$ cat config.mk
export PLATFORM = sky130hd
export DESIGN_NAME = pcie_lcrc32_check
export DESIGN_NICKNAME = d
export VERILOG_FILES = /design/src/rtl/pcie_dll_pkg.sv /design/src/rtl/pcie_lcrc32.sv /design/src/rtl/pcie_lcrc32_check.sv
export SDC_FILE = /design/constraint.sdc
export NUM_CORES = 1
export LEC_CHECK = 0
export ABC_AREA = 1
export CORE_MARGIN = 8
export CORE_UTILIZATION = 45
export DETAILED_ROUTE_END_ITERATION = 16
export HOLD_SLACK_MARGIN = 0.12
export PLACE_DENSITY = 0.62
export RECOVER_POWER = 50
export SYNTH_ARGS = -nofsm -noshare
export SYNTH_HDL_FRONTEND = slang
export SYNTH_SLANG_ARGS = --single-unit
$ cat constraint.sdc
create_clock -name clk_i -period 3.92 [get_ports clk_i]
set_input_delay 0.784 -clock clk_i [delete_from_list [all_inputs] [get_ports clk_i]]
set_output_delay 0.784 -clock clk_i [all_outputs]
set_load 0.03 [all_outputs]
$ cat src/rtl/pcie_dll_pkg.sv
// Shared data-link-layer types and constants for the receive-side LCRC path.
// Latency: n/a (declarations only).
// Backpressure: n/a.
package pcie_dll_pkg;

  localparam logic [31:0] LCRC_SEED = 32'hFFFF_FFFF;
  localparam logic [31:0] LCRC_POLY = 32'h04C1_1DB7;
  localparam int          SEQ_W     = 12;

  typedef enum logic [1:0] {
    SEQ,
    FIRST,
    BODY
  } lcrc_chk_state_e;

  typedef enum logic [1:0] {
    GOOD,
    NULLIFIED,
    BAD
  } lcrc_verdict_e;

endpackage

$ cat src/rtl/pcie_lcrc32.sv
// One 32-bit LCRC step: folds a full beat into the running CRC, MSB first.
// Latency: combinational.
// Backpressure: none, pure function of its inputs.
module pcie_lcrc32
  import pcie_dll_pkg::*;
(
  input  logic [31:0] crc_i,
  input  logic [31:0] data_i,
  output logic [31:0] crc_o
);

  // Bit-serial shift unrolled over the beat, data bit 31 enters first.
  always_comb begin
    logic [31:0] c;
    c = crc_i;
    for (int i = 31; i >= 0; i--) begin
      if (c[31] ^ data_i[i]) begin
        c = {c[30:0], 1'b0} ^ LCRC_POLY;
      end else begin
        c = {c[30:0], 1'b0};
      end
    end
    crc_o = c;
  end

endmodule

$ cat src/rtl/pcie_lcrc32_check.sv
// Strips seq/LCRC beats, forwards TLP dwords, judges each frame good/nullified/bad.
// Latency: output dword lags its input by one beat; verdict one cycle after LCRC beat.
// Backpressure: in BODY s_tready_o mirrors m_tready_i; SEQ/FIRST always ready.
module pcie_lcrc32_check
  import pcie_dll_pkg::*;
#(
  parameter int DATA_W = 32,
  parameter int CNT_W  = 16
) (
  input  logic              clk_i,
  input  logic              rst_ni,
  input  logic              s_tvalid_i,
  output logic              s_tready_o,
  input  logic [DATA_W-1:0] s_tdata_i,
  input  logic              s_tlast_i,
  input  logic              s_nullify_i,
  output logic              m_tvalid_o,
  input  logic              m_tready_i,
  output logic [DATA_W-1:0] m_tdata_o,
  output logic              m_tlast_o,
  output logic              stat_valid_o,
  output logic              stat_good_o,
  output logic              stat_null_o,
  output logic              stat_bad_o,
  output logic [SEQ_W-1:0]  stat_seq_o,
  input  logic              cnt_clr_i,
  output logic [CNT_W-1:0]  good_cnt_o,
  output logic [CNT_W-1:0]  null_cnt_o,
  output logic [CNT_W-1:0]  bad_cnt_o
);

  lcrc_chk_state_e   state_q, state_d;
  lcrc_verdict_e     verdict_d;
  logic              vld_d;
  logic [DATA_W-1:0] crc_q, crc_in, crc_nxt;
  logic [DATA_W-1:0] h_q;
  logic              h_valid_q;
  logic [SEQ_W-1:0]  seq_q, seq_src;
  logic              s_hs;

  assign s_tready_o = (state_q == BODY) ? m_tready_i : 1'b1;
  assign s_hs       = s_tvalid_i & s_tready_o;
  assign m_tvalid_o = (state_q == BODY) & h_valid_q & s_tvalid_i;
  assign m_tdata_o  = h_q;
  assign m_tlast_o  = s_tlast_i;

  // A 1-beat frame has only its own beat to report a sequence number from.
  assign seq_src = (state_q == SEQ) ? s_tdata_i[SEQ_W-1:0] : seq_q;
  assign crc_in  = (state_q == SEQ) ? LCRC_SEED : crc_q;

  pcie_lcrc32 u_lcrc (
    .crc_i  (crc_in),
    .data_i (s_tdata_i),
    .crc_o  (crc_nxt)
  );

  // Frame-position state register.
  always_ff @(posedge clk_i or negedge rst_ni) begin
    if (!rst_ni) state_q <= SEQ;
    else         state_q <= state_d;
  end

  // Next state and verdict; short frames are always bad without an LCRC compare.
  always_comb begin
    state_d   = state_q;
    vld_d     = 1'b0;
    verdict_d = BAD;
    case (state_q)
      SEQ: begin
        if (s_hs) begin
          if (s_tlast_i) vld_d   = 1'b1;
          else           state_d = FIRST;
        end
      end
      FIRST: begin
        if (s_hs) begin
          if (s_tlast_i) begin
            vld_d   = 1'b1;
            state_d = SEQ;
          end else begin
            state_d = BODY;
          end
        end
      end
      BODY: begin
        if (s_hs && s_tlast_i) begin
          vld_d   = 1'b1;
          state_d = SEQ;
          if (!s_nullify_i && (s_tdata_i == ~crc_q))     verdict_d = GOOD;
          else if (s_nullify_i && (s_tdata_i == crc_q))  verdict_d = NULLIFIED;
          else                                           verdict_d = BAD;
        end
      end
      default: state_d = SEQ;
    endcase
  end

  // Running CRC over seq and TLP beats; reseeded once the LCRC beat is consumed.
  always_ff @(posedge clk_i or negedge rst_ni) begin
    if (!rst_ni)       crc_q <= LCRC_SEED;
    else if (s_hs)     crc_q <= s_tlast_i ? LCRC_SEED : crc_nxt;
  end

  // Hold register delays each dword until the next beat reveals whether it is last.
  always_ff @(posedge clk_i or negedge rst_ni) begin
    if (!rst_ni) begin
      h_q       <= '0;
      h_valid_q <= 1'b0;
      seq_q     <= '0;
    end else if (s_hs) begin
      if (state_q == SEQ) seq_q <= s_tdata_i[SEQ_W-1:0];
      if (s_tlast_i) begin
        h_valid_q <= 1'b0;
      end else if (state_q != SEQ) begin
        h_q       <= s_tdata_i;
        h_valid_q <= 1'b1;
      end
    end
  end

  // Registered one-cycle verdict pulse with the judged sequence number.
  always_ff @(posedge clk_i or negedge rst_ni) begin
    if (!rst_ni) begin
      stat_valid_o <= 1'b0;
      stat_good_o  <= 1'b0;
      stat_null_o  <= 1'b0;
      stat_bad_o   <= 1'b0;
      stat_seq_o   <= '0;
    end else begin
      stat_valid_o <= vld_d;
      stat_good_o  <= vld_d && (verdict_d == GOOD);
      stat_null_o  <= vld_d && (verdict_d == NULLIFIED);
      stat_bad_o   <= vld_d && (verdict_d == BAD);
      if (vld_d) stat_seq_o <= seq_src;
    end
  end

  // Saturating verdict counters, moving together with the verdict pulse; clear wins.
  always_ff @(posedge clk_i or negedge rst_ni) begin
    if (!rst_ni) begin
      good_cnt_o <= '0;
      null_cnt_o <= '0;
      bad_cnt_o  <= '0;
    end else if (cnt_clr_i) begin
      good_cnt_o <= '0;
      null_cnt_o <= '0;
      bad_cnt_o  <= '0;
    end else if (vld_d) begin
      if (verdict_d == GOOD && good_cnt_o != '1)      good_cnt_o <= good_cnt_o + 1'b1;
      if (verdict_d == NULLIFIED && null_cnt_o != '1) null_cnt_o <= null_cnt_o + 1'b1;
      if (verdict_d == BAD && bad_cnt_o != '1)        bad_cnt_o  <= bad_cnt_o + 1'b1;
    end
  end

endmodule

==> flow_metrics.tcl, run 1 <==
set metrics [dict create \
    syn_inst 1855 \
    synth_area_mm2 0.0122 \
    numCtsBuffers 17 \
    drc 0 \
    critPathKind "reg2reg" \
    drt_iter0_drc 1272 \
    yosysSeqAreaShare 0.297 \
    antenna_found_initial 2 \
    vias 14000 \
    timing.rr.start "state_q[0]" \
    drv_cap 1 \
    nNetsFinal 2310 \
    gp_congestion 0.983 \
    wirelength_mm 49.4 \
    synth_fa_ha_area_frac 0.00308 \
    drt-pass1-iter-count 5 \
    critPathLaunch "state_q[0]" \
    synth_top_family_by_area "simple AND/OR/NAND/NOR gates" \
    synthFlopType "dfrtp_1" \
    dp_hpwl_mm 40.1 \
    status "complete, but fails checks" \
    ios 138 \
    worstReg2RegEnd "crc_q[22]" \
    tritoncts "built" \
    cts_buffer_depth 2 \
    grt_pass1_vias 13200 \
    fill_cells 2515 \
    die-area_mm2 0.0326 \
    crit_path_end "crc_q[22]" \
    finalMaxSlewViolations 48 \
    syn_area_per_cell_um2 6.56 \
    arrival_ns 4.12 \
    fp.dieH_um 180 \
    floorplan.initialDensity 0.456 \
    cts.sinks 143 \
    rows 60 \
    max_slew.worst_pin.slew_ns 2.54 \
    fp.dieW_um 180 \
    worst_slew_margin_rel -0.691 \
    hold_path.class "reg2reg" \
    clock.fmax_ghz 0.266 \
    root_buffer "clkbuf_16" \
    cp-end-kind "flop" \
    ctsHoldBuffers 0 \
    synthSimpleGateAreaFrac 0.452 \
    clkLatencyLatePin_ns 0.44 \
    ys_seq_elements 143 \
    syn_nets 1897 \
    synth_compound_area_frac 0.0751 \
    synthArstFlopShare 1.00 \
    core_area_mm2 0.0267 \
    ctsHtreeMaxLevel 4 \
    setup_ws_ns 0.155 \
    setup-violations-final 0 \
    fin_crit_sh 0.960 \
    reg2reg_depth 27 \
    synth_xor_area_frac 0.0710 \
    reg2reg_slack_ns 0.16 \
    grt_pass1_wl_mm 74.7 \
    port_buffers 137 \
    detailedPlace.worstSlack_ns -0.640 \
    finalCriticalPeriod_ns 3.76 \
    track_usage 0.295 \
    drive_gt1_frac 0.265 \
    avgRoutedWirePerCell_um 18.8 \
    grt_max_degree 48 \
    start_kind "flop" \
    cp.required_ns 4.27 \
    clk_pin_slew_ns 0.07 \
    hold_viol 0 \
    crit_fanout 12 \
    muxShareOfSynthArea 0.0157 \
    area_growth_syn_to_layout_pct 39.7 \
    antennaDiodeCount 0 \
    ys_types 50 \
    violations "max-capacitance violations, max-slew violations" \
    fin_worst_skew_ns 0.0182 \
    synth-edff-count 0 \
    grt_overflow 0 \
    yosysWarningCount 0 \
    routed_via_density 5.34 \
    utilization 0.636 \
    drtAntennaViolNets 0 \
]
cells by family after synthesis:
logic type | count (synthesis)
simple gates | 1180
buf+inv | 260
compound gates | 155
flops | 143
xor+xnor | 97
mux | 17
fa+ha+maj | 3
critical path: stages (launching register included):
cell	delay, ns
dfrtp_2	0.47
inv_2	0.12
nand2_8	0.12
buf_4	0.21
buf_4	0.13
nand2_1	0.09
nand2_1	0.06
nand2_1	0.12
nand2_1	0.11
nand2_4	0.10
nand2_4	0.06
buf_4	0.15
inv_2	0.11
nand3_2	0.13
nand2_2	0.12
nand2_4	0.08
nand2_4	0.11
inv_2	0.07
buf_4	0.13
nand2_1	0.06
nand2_2	0.08
buf_4	0.15
xor2_2	0.15
xor2_2	0.18
xor2_2	0.18
buf_4	0.17
and2_1	0.14
nor2_1	0.12
cell type report:
class	count	area (um^2)	area share
clock buffers	18	439	0.0258
clock inverters	14	120	0.00706
inverters	229	870	0.0511
multi-input cells	1452	7900	0.464
flip-flops and latches	143	3620	0.213
well taps	341	427	0.0251
repair buffers	425	3630	0.214
Yosys cell counts (5+ instances only):
library cell	number	share of area
nand2_1	642	0.20
nand3_1	212	0.087
inv_1	204	0.063
dfrtp_1	111	0.23
nor2_1	99	0.031
xor2_1	76	0.055
nand2_2	75	0.039
o21ai_0	57	0.023
a21oi_1	34	0.014
dfstp_2	32	0.069
o21a_1	29	0.018
nor3_1	27	0.011
nand3_2	26	0.021
inv_2	21	0.0065
nand2_4	21	0.019
nand4_1	21	0.011
xnor2_1	19	0.014
clkbuf_1	18	0.0055
nor4_1	18	0.0092
mux2_2	17	0.016
or2_2	12	0.0062
o21ai_1	7	0.0029
a211oi_1	6	0.0037
nand3b_1	6	0.0037
o22ai_1	6	0.0031
buf_2	5	0.0021
layer usage:
layer | global-route usage | wire length (um) | vias to the layer above
met5 | 0 | 17 | -
met4 | 0.117 | 1770 | 2
met3 | 0.0554 | 4050 | 83
met2 | 0.474 | 22300 | 566
met1 | 0.385 | 21200 | 6585
li1 | - | - | 6765
sequential cells by signal, summed over array words and instances, names as in the netlist:
signal	flops
crc_q	32
bad_cnt_o	16
stat_bad_o	1
stat_seq_o	12
m_tdata_o	32
stat_good_o	1
seq_q	12
stat_null_o	1
null_cnt_o	16
stat_valid_o	1
h_valid_q	1
state_q	2
good_cnt_o	16
timing repair:
action,in CTS,in global routing
resized for setup,9,94
setup endpoints to repair,2,33
setup buffers,2,10
pin swaps,3,24
per-stage QoR:
step                      area [um^2]  hold WS, ns  std cells  TNS (ns)
final                           17000        0.484       2622         0
after detailed placement        16000        0.479       2578    -10.75
after global placement          16000        0.471       2578     -8.88
after CTS                       16600        0.273       2612         0
after global routing            17000        0.499       2622   -0.0785
after floorplan                 12200        0.488       1855         0
worst min-delay path by stage:
stage                   from        endpoint  slack (ns)  cells past startpoint
6_report       m_tdata_o[15]   m_tdata_o[15]        0.48                      1
5_1_grt        m_tdata_o[26]   m_tdata_o[26]        0.50                      1
4_1_cts               rst_ni  good_cnt_o[15]        0.27                      1
3_5_place_dp   m_tdata_o[24]   m_tdata_o[24]        0.48                      1
3_3_place_gp   m_tdata_o[30]   m_tdata_o[30]        0.47                      1
2_1_floorplan         rst_ni    bad_cnt_o[0]        0.49                      0
cell usage in the layout, fill, tap and decap left out, types with 4 or more instances in the layout:
cell | synthesis | final
a211oi_1 | 6 | 6
a21oi_1 | 34 | 33
a31oi_1 | 4 | 4
buf_12 | 1 | 8
buf_4 | 3 | 272
clkbuf_16 | 0 | 17
clkbuf_2 | 0 | 4
clkdlybuf4s50_1 | 0 | 96
dfrtp_1 | 111 | 109
dfstp_2 | 32 | 32
dlygate4sd3_1 | 0 | 34
dlymetal6s2s_1 | 0 | 6
inv_1 | 204 | 199
inv_2 | 21 | 25
inv_4 | 3 | 4
inv_6 | 0 | 6
mux2_2 | 17 | 17
nand2_1 | 642 | 609
nand2_2 | 75 | 88
nand2_4 | 21 | 40
nand3_1 | 212 | 197
nand3_2 | 26 | 33
nand3_4 | 4 | 12
nand3b_1 | 6 | 6
nand4_1 | 21 | 21
nor2_1 | 99 | 96
nor2_2 | 3 | 4
nor2_4 | 3 | 5
nor3_1 | 27 | 27
nor4_1 | 18 | 18
o21a_1 | 29 | 29
o21ai_0 | 57 | 55
o21ai_1 | 7 | 8
o21bai_1 | 4 | 4
o22ai_1 | 6 | 6
or2_2 | 12 | 12
xnor2_1 | 19 | 18
xor2_1 | 76 | 73
xor2_2 | 2 | 5
Power of run 1 is left out: the tool's default activity adds up to more than one toggle a clock period on the data nets, which glitch-free logic cannot reach.
==> inputs of run 2 (changes only) <==
--- a/config.mk
+++ b/config.mk
@@ -9,9 +9,11 @@
 export CORE_MARGIN = 8
 export CORE_UTILIZATION = 45
 export DETAILED_ROUTE_END_ITERATION = 16
+export GPL_TIMING_DRIVEN = 0
 export HOLD_SLACK_MARGIN = 0.12
 export PLACE_DENSITY = 0.62
 export RECOVER_POWER = 50
+export SLEW_MARGIN = 20
 export SYNTH_ARGS = -nofsm -noshare
 export SYNTH_HDL_FRONTEND = slang
 export SYNTH_SLANG_ARGS = --single-unit
==> run 2 against run 1 <==
Effect of this change:
- the flow still finishes with violations (max-capacitance violations, max-slew violations)
- maximum frequency rose by 0.20%
- non-clock buffer count down 227
- final area down 10%
- clock skew is 0.0015 ns higher
- final cell count decreased by 8.7%
- highest routed layer is now met4
==> flow_metrics.tcl, run 2 (synthesis gave the netlist of run 1 again) <==
set metrics [dict create \
    final_common_cell "nand2_1" \
    root_buffer "clkbuf_16" \
    numCtsBuffers 17 \
    drive_gt1_frac 0.178 \
    crit_chain "clkdlybuf4s50_1 -> inv_1 -> nand3_1 -> nand2_1 -> nand2_2 -> inv_2 -> nor2_4 -> nand2_1 -> nand2_1 -> nand2_1 -> nand2_1 -> nand2_1 -> nand2_4 -> nand2_2 -> nand2_4 -> nand2_2 -> nand2_4 -> xor2_2 -> nand2_1 -> nand3_1 -> nand3_1 -> o21ai_1 -> inv_1" \
    cts_buffer_depth 2 \
    fp.dieH_um 180 \
    wirelength_mm 46.9 \
    worst_slew_margin_rel -0.837 \
    cts.sinks 143 \
    cp_top_family "simple AND/OR/NAND/NOR gates" \
    cp.required_ns 4.27 \
    crit_fanout 7 \
    clkLatencyLatePin_ns 0.44 \
    dp_hpwl_mm 37.1 \
    antenna_found_initial 0 \
    fp.dieW_um 180 \
    ctsHtreeMaxLevel 4 \
    fin_crit_sh 0.958 \
    tritoncts "built" \
    status "complete, but fails checks" \
    drt-pass1-iter-count 5 \
    ctsHoldBuffers 0 \
    min_from "m_tdata_o[2]" \
    start_kind "input port" \
    finalCriticalPeriod_ns 3.76 \
    area_growth_syn_to_layout_pct 25.5 \
    port_buffers 137 \
    timing.rr.start "crc_q[28]" \
    nNetsFinal 2083 \
    core_area_mm2 0.0267 \
    grt_pass1_vias 12400 \
    final_cell_mix "nand2_1 (614), nand3_1 (199), inv_1 (198)" \
    clk_pin_slew_ns 0.07 \
    max_slew.worst_pin.slew_ns 2.75 \
    routed_via_density 5.41 \
    critPathLaunch "s_tdata_i[22]" \
    fin_worst_skew_ns 0.0197 \
    fill_cells 2656 \
    rows 60 \
    arrival_ns 4.11 \
    finalMaxSlewViolations 56 \
    track_usage 0.283 \
    grt_pass1_wl_mm 72.0 \
    drtAntennaViolNets 0 \
    ios 138 \
    drc 0 \
    grt_overflow 0 \
    drt_iter0_drc 949 \
    crit_buf_inv 4 \
    drv_cap 1 \
    cp-end-kind "flop" \
    setup-violations-final 0 \
    clock.fmax_ghz 0.266 \
    violations "max-capacitance violations, max-slew violations" \
    vias 13000 \
    rsz0062_at_grt "yes" \
    antennaDiodeCount 0 \
    worst_path_max_delay_cell "clkdlybuf4s50_1" \
    gp_congestion 0.969 \
    grt_max_degree 89 \
    cpPeakStageDelay_ns 0.57 \
    avgRoutedWirePerCell_um 19.6 \
    post_dp_cell_area_mm2 0.0140 \
    stdcell_area_mm2 0.0153 \
    cpMostUsedCell "nand2_1" \
    floorplan.initialDensity 0.456 \
    critPathKind "in2reg" \
    die-area_mm2 0.0326 \
    hold_path.class "reg2reg" \
    hold_viol 0 \
]
run 2: cell types whose count changed in the layout (fill, tap and decap cells not counted), sizes merged:
cell	change
dlygate4sd3	+11
clkdlybuf4s50	-21
buf	-241
inv	+2
clkinvlp	-2
clkbuf	+14
clkdlybuf4s15	+1
dlymetal6s2s	+7
dlygate4sd2	+1
clkdlybuf4s25	+1
run 2: per-layer routing:
metal	track usage	up-vias	wire length, um
li1	-	6295	-
met1	0.364	6109	20700
met2	0.466	456	21500
met3	0.0500	92	2880
met4	0.108	0	1850
met5	0	-	0
run 2: final cells by class:
class                           count  area [um^2]  area share
Buffer                             31          188      0.0123
Clock buffer                       18          429      0.0281
Clock inverter                     14          139     0.00909
Inverter                          229          880      0.0575
Multi-Input combinational cell   1452         7960       0.521
Sequential cell                   143         3620       0.237
Tap cell                          341          427      0.0279
Timing Repair Buffer              167         1640       0.107
run 2: repair_timing:
item                                    CTS  global route
endpoints found under the setup margin   32            44
buffers inserted                         10            19
resized for setup                        37            95
pin swaps                                 5            15
run 2: stage by stage:
step           hold WS [ns]   util  TNS [ns]  cells  setup WS [ns]
2_1_floorplan         0.488      -         0   1855          0.629
3_3_place_gp          0.473  0.523   -550.15   2333          -4.11
3_5_place_dp          0.479  0.524    -27.98   2334         -0.945
4_1_cts               0.266  0.553         0   2376       0.000725
5_1_grt               0.500  0.572   -0.0230   2395        -0.0181
6_report              0.484  0.572         0   2395          0.163
run 2: final timing paths:
check	slack, ns	to	depth (start not counted)
min in group asynchronous	1.41	good_cnt_o[14]	1
max	0.16	crc_q[9]	23
max reg2reg	0.21	crc_q[9]	24
min reg2reg	0.48	m_tdata_o[2]	1
max in group asynchronous	0.89	m_tdata_o[2]	1
min	0.48	m_tdata_o[2]	1
Power of run 2 is left out for the same reason.
